$ cat config.mk
export PLATFORM = sky130hd
export DESIGN_NAME = piece_scheduler_flat
export DESIGN_NICKNAME = d
export VERILOG_FILES = /design/src/rtl/piece_scheduler_if.sv /design/src/rtl/piece_scheduler.sv /design/src/flat_wrapper.sv
export SDC_FILE = /design/constraint.sdc
export NUM_CORES = 1
export LEC_CHECK = 0
export ABC_AREA = 1
export BUFFER_PORTS_ARGS = -buffer_cell sky130_fd_sc_hd__buf_2
export CAP_MARGIN = 10
export CORE_ASPECT_RATIO = 0.8
export CORE_MARGIN = 4
export CORE_UTILIZATION = 61
export DETAILED_ROUTE_END_ITERATION = 12
export GPL_TIMING_DRIVEN = 0
export PLACE_DENSITY = 0.8
export SLEW_MARGIN = 20
export SYNTH_ARGS = -nofsm -noshare
export SYNTH_HDL_FRONTEND = slang
export SYNTH_SLANG_ARGS = --single-unit
export TNS_END_PERCENT = 30
$ cat constraint.sdc
create_clock -name CLK -period 5.5 [get_ports CLK]
set_clock_uncertainty 0.15 [all_clocks]
set_input_delay 0.55 -clock CLK [delete_from_list [all_inputs] [get_ports CLK]]
set_output_delay 0.55 -clock CLK [all_outputs]
set_load 0.02 [all_outputs]
$ cat src/rtl/piece_scheduler_if.sv
// Handshake and data bundle between the piece scheduler and the game-control logic.
interface piece_scheduler_if #(
  parameter int DEPTH = 3
);
  localparam int CW = $clog2(DEPTH + 1);

  logic [3:0]         RAND;
  logic               REQ;
  logic               ACK;
  logic [2:0]         CUR_PIECE;
  logic               CUR_VALID;
  logic [3*DEPTH-1:0] PREVIEW;
  logic [CW-1:0]      COUNT;

  modport master (
    output RAND, REQ,
    input  ACK, CUR_PIECE, CUR_VALID, PREVIEW, COUNT
  );

  modport slave (
    input  RAND, REQ,
    output ACK, CUR_PIECE, CUR_VALID, PREVIEW, COUNT
  );
endinterface

$ cat src/rtl/piece_scheduler.sv
// 7-bag tetromino scheduler: filters the LFSR stream into a fair bag sequence,
// keeps a preview queue topped up and grants pieces over REQ/ACK.
module piece_scheduler #(
  parameter int DEPTH       = 3,
  parameter int RETRY_LIMIT = 15
) (
  input  logic            CLK,
  input  logic            RESET_N,
  piece_scheduler_if.slave bus
);
  localparam int CW = $clog2(DEPTH + 1);
  localparam logic [7:0]    RL  = 8'(RETRY_LIMIT);
  localparam logic [CW-1:0] DMAX = CW'(DEPTH);

  logic [DEPTH-1:0][2:0] q_q, q_d;
  logic [CW-1:0]         cnt_q, cnt_d;
  logic [6:0]            used_q, used_d;
  logic [7:0]            rej_q, rej_d;
  logic                  ack_q;
  logic [2:0]            cur_q;
  logic                  curv_q;

  logic [2:0]    rsel, free_id, cand;
  logic          accept, free_ok, at_limit, cand_vld;
  logic          pop, space, push;
  logic [CW-1:0] wr_idx;
  logic [6:0]    used_set;

  // Lowest-index piece still missing from the current bag (fallback source).
  always_comb begin
    free_id = 3'd0;
    free_ok = 1'b0;
    for (int i = 6; i >= 0; i--) begin
      if (!used_q[i]) begin
        free_id = 3'(i);
        free_ok = 1'b1;
      end
    end
  end

  // Candidate pick, pop/push decisions and next-state for queue, bag and retry counter.
  always_comb begin
    rsel     = bus.RAND[2:0];
    accept   = (bus.RAND < 4'd7) && !used_q[rsel];
    at_limit = (rej_q == RL);
    cand     = at_limit ? free_id : rsel;
    cand_vld = at_limit ? free_ok : accept;
    pop      = bus.REQ && !ack_q && (cnt_q != '0);
    space    = (cnt_q < DMAX) || pop;
    push     = cand_vld && space;

    // shift toward head on pop, then write the tail slot left after the shift
    q_d = q_q;
    if (pop) begin
      for (int i = 0; i < DEPTH - 1; i++) q_d[i] = q_q[i+1];
      q_d[DEPTH-1] = 3'h7;
    end
    wr_idx = cnt_q - CW'(pop);
    if (push) begin
      for (int i = 0; i < DEPTH; i++)
        if (CW'(i) == wr_idx) q_d[i] = cand;
    end

    cnt_d = cnt_q + CW'(push) - CW'(pop);

    // completing a bag restarts it on the same edge
    used_set = used_q | (7'd1 << cand);
    used_d   = used_q;
    if (push) used_d = (used_set == 7'h7F) ? 7'h00 : used_set;

    rej_d = rej_q;
    if (push)                      rej_d = 8'd0;
    else if (space && !at_limit)   rej_d = rej_q + 8'd1;
  end

  // State registers; reset clears the bag and drops any pending request.
  always_ff @(posedge CLK or negedge RESET_N) begin
    if (!RESET_N) begin
      q_q    <= {DEPTH{3'h7}};
      cnt_q  <= '0;
      used_q <= 7'h00;
      rej_q  <= 8'd0;
      ack_q  <= 1'b0;
      cur_q  <= 3'h7;
      curv_q <= 1'b0;
    end else begin
      q_q    <= q_d;
      cnt_q  <= cnt_d;
      used_q <= used_d;
      rej_q  <= rej_d;
      ack_q  <= pop;
      if (pop) begin
        cur_q  <= q_q[0];
        curv_q <= 1'b1;
      end
    end
  end

  assign bus.ACK       = ack_q;
  assign bus.CUR_PIECE = cur_q;
  assign bus.CUR_VALID = curv_q;
  assign bus.PREVIEW   = q_q;
  assign bus.COUNT     = cnt_q;
endmodule

$ cat src/flat_wrapper.sv
// flat-port wrapper written by rule: the top's interface ports become plain ports
module piece_scheduler_flat 
#(
  parameter int DEPTH       = 3,
  parameter int RETRY_LIMIT = 15
)
  (CLK, RESET_N, bus_RAND, bus_REQ, bus_ACK, bus_CUR_PIECE, bus_CUR_VALID, bus_PREVIEW, bus_COUNT);
  piece_scheduler_if #(.DEPTH(DEPTH)) bus_i ();
  input  logic CLK;
  input  logic RESET_N;
  input wire logic [$bits(bus_i.RAND)-1:0] bus_RAND;
  input wire logic [$bits(bus_i.REQ)-1:0] bus_REQ;
  output wire logic [$bits(bus_i.ACK)-1:0] bus_ACK;
  output wire logic [$bits(bus_i.CUR_PIECE)-1:0] bus_CUR_PIECE;
  output wire logic [$bits(bus_i.CUR_VALID)-1:0] bus_CUR_VALID;
  output wire logic [$bits(bus_i.PREVIEW)-1:0] bus_PREVIEW;
  output wire logic [$bits(bus_i.COUNT)-1:0] bus_COUNT;
  assign bus_i.RAND = bus_RAND;
  assign bus_i.REQ = bus_REQ;
  assign bus_ACK = bus_i.ACK;
  assign bus_CUR_PIECE = bus_i.CUR_PIECE;
  assign bus_CUR_VALID = bus_i.CUR_VALID;
  assign bus_PREVIEW = bus_i.PREVIEW;
  assign bus_COUNT = bus_i.COUNT;
  piece_scheduler #(.DEPTH(DEPTH), .RETRY_LIMIT(RETRY_LIMIT)) u_core (.CLK(CLK), .RESET_N(RESET_N), .bus(bus_i));
endmodule
# Yosys cells after proc, flatten, opt, wreduce, memory -nomap -nowiden
# Index checks and enable logic that the tools add are counted.
# Widths: inputs -> output; s select.
dict set report classes {
  reduce_logical 12
  n_bitwise 1
  n_eq_ne 4
  addsub 4
  shifts 1
  n_mux 26
  n_lt_le_gt_ge 3
}
# cell count
set ops {}
lappend ops {{$mux 3} 11}
lappend ops {{$mux 9} 2}
lappend ops {{$mux 8} 2}
lappend ops {{$mux 1} 9}
lappend ops {{$add 8x1->8 const B} 1}
lappend ops {{$eq 8x4->1 const B} 1}
lappend ops {{$eq 7x7->1 const B} 1}
lappend ops {{$mux 7} 1}
lappend ops {{$or 7x7->7} 1}
lappend ops {{$shl 1x3->7 const A} 1}
lappend ops {{$logic_and 1x1->1} 5}
lappend ops {{$lt 3x4->1 const B} 1}
lappend ops {{$lt 4x3->1 const B} 1}
lappend ops {{$reduce_bool 2->1} 2}
lappend ops {{$sub 2x1->2} 2}
lappend ops {{$bmux 1 s3} 1}
lappend ops {{$logic_not 1->1} 3}
lappend ops {{$add 2x1->2} 1}
lappend ops {{$eq 1x2->1 const A} 1}
lappend ops {{$eq 2x2->1 const A} 1}
lappend ops {{$logic_not 2->1} 1}
lappend ops {{$lt 2x2->1 const B} 1}
lappend ops {{$logic_or 1x1->1} 1}
dict set report word_totals {
  regBits 31
  in_bits 7
}

# Longest topological paths before layout
# Gate-level depths: netlist (run 1).
dict set report depth {
  ltp_word 12
  mapped_depth 12
}

# Least setup slack after synthesis (run 1)
# No wires, ideal clock.
dict set report synth_path {
  kind {input port to flip-flop}
  start {input port bus_REQ}
  end {register u_core.q_q, in the netlist u_core.bus.PREVIEW[0]}
  setup_ps 77
  required_ps 5273
  t_arrival_ps 2076
  path_stages 12
  setup_slack_ps 3197
  path_buffers 1
  cell_sequence {inv_1 nor2_1 o21ai_1 inv_1 clkbuf_1 ha_1 or2_2 nand2_1 inv_1 nor3_4 nand2_1 o21a_1}
}
# element line_no
set synth_lines {}
lappend synth_lines {{from (decl)} flat_wrapper.sv:12} ;# input wire logic [$bits(bus_i.REQ)-1:0] bus_REQ;
lappend synth_lines {{to (signal assigned)} piece_scheduler.sv:79} ;# q_q <= {DEPTH{3'h7}};
lappend synth_lines {{to (signal assigned)} piece_scheduler.sv:87} ;# q_q <= q_d;
lappend synth_lines {{to (decl)} piece_scheduler.sv:15} ;# logic [DEPTH-1:0][2:0] q_q, q_d;

==> out/qor.yml, run 1 <==
grt_pass1_wl_mm: 6.70
finalSetupTns_ps: 0
route.detailed.drc: 0
syn_inst: 228
pin_count: 23
final_common_cell: "nand2_1"
die-area_mm2: 0.00393
power.internal_uw: 649
slew_viol_final: 0
antenna_left: 0
nNetsFinal: 267
cts_root_buf: "clkbuf_8"
ys_types: 33
p_clk_share_pct: 16.8
io_buffers: 22
wl_mm: 3.84
fin_ws_ps: 2900
yosysSeqAreaShare_pct: 43.4
dr.pass1.iters: 4
hold_buffers: 0
hpwl_mm: 2.80
vias: 1574
place_congestion: 0.848
grt_use_total_pct: 21.3
cp.required_ps: 5570
cts_tree: "yes"
first_iter_violations: 164
r2r_start: "u_core.bus.COUNT[1]"
first_global_vias: 1509
worstPathArrival_ps: 2660
relSlewSlack_pct: 54.4
tightest_slew_ps: 684
n_antenna_cell: 0
std_cell_rows: 17
min_period_ps: 2600
antenna_found_initial: 0
wl_per_cell_um: 13.0
yosys_warnings: 0
core-area_mm2: 0.00281
placedInstanceArea_mm2: 0.00198
post-route-period-util_pct: 47.2
p_comb_share_pct: 46.0
fp.dieH_um: 56.9
clk_latency_ps: 280
grt.overflow.total: 0
netlist.area_leader.share_pct: 26.1
clock_sinks: 31
netlist_area_mm2: 0.00182
initial_core_util_pct: 64.9
power_leakage_nw: 1.02
clk_path_buf_depth: 2
path_class: "register to register"
max_cap_violations: 0
grt_max_degree: 32
reg2reg_depth: 10
status: "complete, no violations"
area_growth_pct: 14.1
synth_seq_cells: 31
syn_nets: 238
cts_resized: 0
path_max_fanout: 11
pwr-share-seq_pct: 37.2
h-tree-depth: 2
hp-class: "input port to async pin"
postCtsSetupBuffers: 0
cts.clk_slew.worst_paths_ps: 70
fp.dieW_um: 69.1
ir_worst_vdd_uv: 334
switchingPower_uw: 505
end_kind: "register"
p_total_mw: 1.15
layout-drive-gt1-share_pct: 25.6
swShare_pct: 43.7
setup_violations: 0
start_kind: "register"
fmax_ghz: 0.385
p_per_area_mw_per_mm2: 555
viasPerCell: 5.32
post-place-ws_ps: 2760
syn_area_per_cell_um2: 7.99
hold_violations: 0
rrSetupSlack_ps: 2900
crit_start: "u_core.bus.COUNT[1]"
grt_setup_unrepaired: "no"
fin_area_mm2: 0.00208
synthTopCellsByArea: "dfrtp_1 (26%), dfstp_2 (17%), nand2_1 (10%)"
final_cell_mix: "nand2_1 (50), inv_1 (29), buf_2 (22)"
cts-buffers-inserted: 5
yosys.area.top_type: "dfrtp_1"
## kinds of logic after synthesis
family,after synthesis,share of synthesized area [%]
adders and majority gates,3,2.06
DFF,31,43.4
xor gates and xnor gates,4,1.92
and+or+nand+nor,118,33.1
buffers and inverters,36,8.10
AOI/OAI and AO/OA,36,11.4
## synth_stat cells (all sizes together)
cell    instances
clkbuf          2
dfstp          12
ha              3
o21a            6
nand3b          2
or2             2
o21ai          18
a31oi           1
nand4           2
xnor2           2
nor2           25
nand2          57
inv            33
buf             1
nand3          22
xor2            2
a21oi          11
dfrtp          19
nor4            2
nor3            6
## area by class of cell
| type | count | area, µm² |
|---|---|---|
| Multi-Input combinational cell | 161 | 883 |
| Sequential cell | 31 | 791 |
| Fill cell | 233 | 728 |
| Inverter | 33 | 129 |
| Timing Repair Buffer | 22 | 110 |
| Clock buffer | 8 | 100 |
| Tap cell | 38 | 47.5 |
| Buffer | 3 | 18.8 |
## power groups by stage
| stage | Combinational [mW] | Clock [mW] | Sequential [mW] |
|---|---|---|---|
| after floorplan | 0.341 | 0 | 0.483 |
| after global placement | 0.515 | 0 | 0.428 |
| after detailed placement | 0.529 | 0 | 0.430 |
| after CTS | 0.534 | 0.197 | 0.428 |
| after global routing | 0.592 | 0.208 | 0.445 |
| final | 0.531 | 0.194 | 0.429 |
## final timing paths
check	end
worst min register to register	u_core.bus.CUR_VALID
worst min-delay path	u_core.used_q[2]
worst max-delay path	u_core.bus.PREVIEW[3]
max in group asynchronous	u_core.rej_q[1]
min in group CLK	u_core.bus.CUR_VALID
worst max register to register	u_core.bus.PREVIEW[3]
## per-layer routing
metal / vias to the layer above / track usage, % / wire length (µm)
li1: 792 / - / -
met1: 736 / 26.7 / 1610
met2: 40 / 35.6 / 1930
met3: 6 / 5.90 / 257
met4: 0 / 6.96 / 37
met5: - / 0 / 0
## critical path, stage by stage, from the launching register on
cell      delay (ps)
dfrtp_1          410
o21ai_1          280
inv_1            120
clkbuf_1         250
ha_1             270
or2_2            270
nand2_1          100
inv_1            120
nor3_4           330
nand2_1          100
o21a_1           120
## flip-flops by register name, indices dropped and copies added (netlist names)
name and flops:
u_core.bus.PREVIEW 9, u_core.rej_q 8, u_core.used_q 7, u_core.bus.CUR_PIECE 3, u_core.bus.COUNT 2, u_core.bus.ACK 1
u_core.bus.CUR_VALID 1
## per-stage QoR
stage,hold slack (ps),cells,utilization (%)
floorplan,104,228,-
global placement,294,288,70.5
detailed placement,315,288,70.5
CTS,174,296,74.1
global route,200,296,74.1
finish,163,296,74.1
No activity file was read; power rests on OpenSTA's default activity.
==> run 2: changes to the inputs <==
CORE_UTILIZATION = 57   (was 61)
PLACE_DENSITY = 0.76   (was 0.8)
clock period = 2.4 ns   (was 5.5 ns; I/O delays follow)
==> out/qor.yml, run 2 (same netlist as run 1, synthesis figures left out) <==
wl_mm: 3.61  # was 3.84 mm
dr.pass1.iters: 4  # unchanged
fp.dieH_um: 58.6  # was 56.9 µm
wl_per_cell_um: 12.0  # was 13.0 µm
swShare_pct: 44.3  # was 43.7%
cts_tree: "yes"  # unchanged
hp-class: "input port to register"  # was input port to async pin
min_to: "u_core.bus.PREVIEW[7]"
place_congestion: 0.851  # was 0.848
post-place-ws_ps: -76.1  # was 2760 ps
io_buffers: 22  # unchanged
grt.overflow.total: 0  # unchanged
fin_ws_ps: 186  # was 2900 ps
cts-buffers-inserted: 5  # unchanged
relSlewSlack_pct: 55.4  # was 54.4%
cp_cell_sequence: "o21ai_4 -> clkinvlp_4 -> ha_1 -> or2_2 -> nand2_1 -> inv_2 -> nor3_4 -> nand2_1 -> o21a_1"  # was o21ai_1 -> inv_1 -> clkbuf_1 -> ha_1 -> or2_2 -> nand2_1 -> inv_1 -> nor3_4 -> nand2_1 -> o21a_1
fin_area_mm2: 0.00210  # was 0.00208 mm²
nNetsFinal: 269  # was 267
p_clk_share_pct: 14.7  # was 16.8%
final_cell_mix: "nand2_1 (50), inv_1 (27), buf_2 (22)"  # was nand2_1 (50), inv_1 (29), buf_2 (22)
initial_core_util_pct: 59.0  # was 64.9%
max_cap_violations: 0  # unchanged
crit_path_frequent_cell: "nand2_1"
r2r_start: "u_core.bus.COUNT[0]"  # was u_core.bus.COUNT[1]
worstPathArrival_ps: 2270  # was 2660 ps
path_class: "register to register"  # unchanged
fmax_ghz: 0.452  # was 0.385 GHz
cp.required_ps: 2460  # was 5570 ps
setup_violations: 0  # unchanged
first_global_vias: 1521  # was 1,509
slowest_delay_ps: 440  # was 410 ps
placedInstanceArea_mm2: 0.00198  # about the same
h-tree-depth: 2  # unchanged
clock_sinks: 31  # unchanged
power.internal_mw: 1.45  # was 649 µW
pwr-share-seq_pct: 38.4  # was 37.2%
std_cell_rows: 18  # was 17
status: "complete, no violations"  # unchanged
viasPerCell: 5.17  # was 5.32
grt_max_degree: 32  # unchanged
multi_input_area_um2: 895  # was 883 µm²
hold_violations: 0  # unchanged
n_antenna_cell: 0  # unchanged
rrSetupSlack_ps: 190  # was 2900 ps
p_comb_share_pct: 46.8  # was 46.0%
grt_setup_unrepaired: "no"  # unchanged
area_growth_pct: 15.3  # was 14.1%
clk_path_buf_depth: 2  # unchanged
fp.dieW_um: 71.2  # was 69.1 µm
largest_register_ffs: 9  # unchanged
power_leakage_nw: 1.01  # was 1.02 nW
tightest_slew_ps: 669  # was 684 ps
route.detailed.drc: 0  # unchanged
switchingPower_mw: 1.15  # was 505 µW
hpwl_mm: 2.70  # was 2.80 mm
p_per_area_mw_per_mm2: 1240  # was 555 mW/mm²
core-area_mm2: 0.00309  # was 0.00281 mm²
post-route-period-util_pct: 92.3  # was 47.2%
antenna_found_initial: 0  # unchanged
grt_pass1_wl_mm: 6.56  # was 6.70 mm
vias: 1551  # was 1,574
cts.clk_slew.worst_paths_ps: 60  # was 70 ps
layout-drive-gt1-share_pct: 27.3  # was 25.6%
end_kind: "register"  # unchanged
clk_latency_ps: 280  # about the same
fillers: 274  # was 233
hp-start: "bus_RAND[1]"
path_max_fanout: 7  # was 11
slew_viol_final: 0  # unchanged
regArea_um2: 793  # was 791 µm²
antenna_left: 0  # unchanged
cts_root_buf: "clkbuf_8"  # unchanged
min_period_ps: 2210  # was 2600 ps
pin_count: 23  # unchanged
min_path_cells: 5
start_kind: "register"  # unchanged
die-area_mm2: 0.00417  # was 0.00393 mm²
final_common_cell: "nand2_1"  # unchanged
r2r_end: "u_core.bus.PREVIEW[4]"  # was u_core.bus.PREVIEW[3]
reg2reg_depth: 9  # was 10
critPathSlowestCell: "dfrtp_2"  # was dfrtp_1
ir_worst_vdd_uv: 829  # was 334 µV
grt_use_total_pct: 20.1  # was 21.3%
first_iter_violations: 72  # was 164
-- run 2: critical path, delay by kind of cell, from the launching register on --
family,cells,cell delay (ps)
compound gates,2,330
flops,1,440
fa+ha+maj,1,220
buf+inv,2,260
simple gates,4,750
-- run 2: repair_timing --
item                                   4_1_cts  5_1_grt
endpoints found under the hold margin       19        0
pin swaps                                    2        2
hold buffers                                 1        0
buffers inserted                             0        2
resized for setup                            1        5
setup endpoints to repair                    9        9
-- run 2: routing by layer --
layer / vias to the layer above / part of all wire [%] / track usage, %
met5: - / 0 / 0
met4: 0 / 2.0 / 9.65
met3: 10 / 5.4 / 6.31
met2: 31 / 44 / 31.5
met1: 714 / 48 / 25.4
li1: 796 / - / -
-- run 2: power by group through the flow --
stage               Clock (mW)  Sequential (mW)  Combinational, mW
finish                   0.384             1.00               1.22
floorplan                    0             1.11              0.781
global placement             0            0.984               1.18
CTS                      0.398            0.989               1.21
detailed placement           0            0.992               1.20
global route             0.420             1.04               1.36
-- run 2: cell type report --
| cell class | instances | area share, % |
|---|---|---|
| inverters | 33 | 6.31 |
| repair buffers | 25 | 6.43 |
| clock buffers | 8 | 3.81 |
| flip-flops and latches | 31 | 37.8 |
| plain buffers | 2 | 0.715 |
| well taps | 40 | 2.38 |
| multi-input cells | 161 | 42.6 |
-- run 2: worst max path at each step --
stage | endpoint | depth (start not counted) | start
5_1_grt | u_core.bus.PREVIEW[4] | 9 | u_core.bus.COUNT[0]
6_report | u_core.bus.PREVIEW[4] | 9 | u_core.bus.COUNT[0]
4_1_cts | u_core.bus.PREVIEW[0] | 10 | u_core.bus.COUNT[1]
3_3_place_gp | u_core.bus.PREVIEW[3] | 10 | u_core.bus.COUNT[1]
3_5_place_dp | u_core.bus.PREVIEW[4] | 10 | u_core.bus.COUNT[1]
2_1_floorplan | u_core.bus.PREVIEW[1] | 10 | u_core.bus.COUNT[1]
-- run 2: stage by stage --
step | cells | hold slack [ps] | setup TNS [ps] | total power, mW | utilization [%]
2_1_floorplan | 228 | -206 | 0 | 1.89 | -
3_3_place_gp | 290 | 166 | -253 | 2.17 | 64.2
3_5_place_dp | 290 | 166 | -435 | 2.19 | 64.2
4_1_cts | 299 | 268 | 0 | 2.60 | 67.3
5_1_grt | 300 | 304 | 0 | 2.82 | 68.1
6_report | 300 | 275 | 0 | 2.61 | 68.1
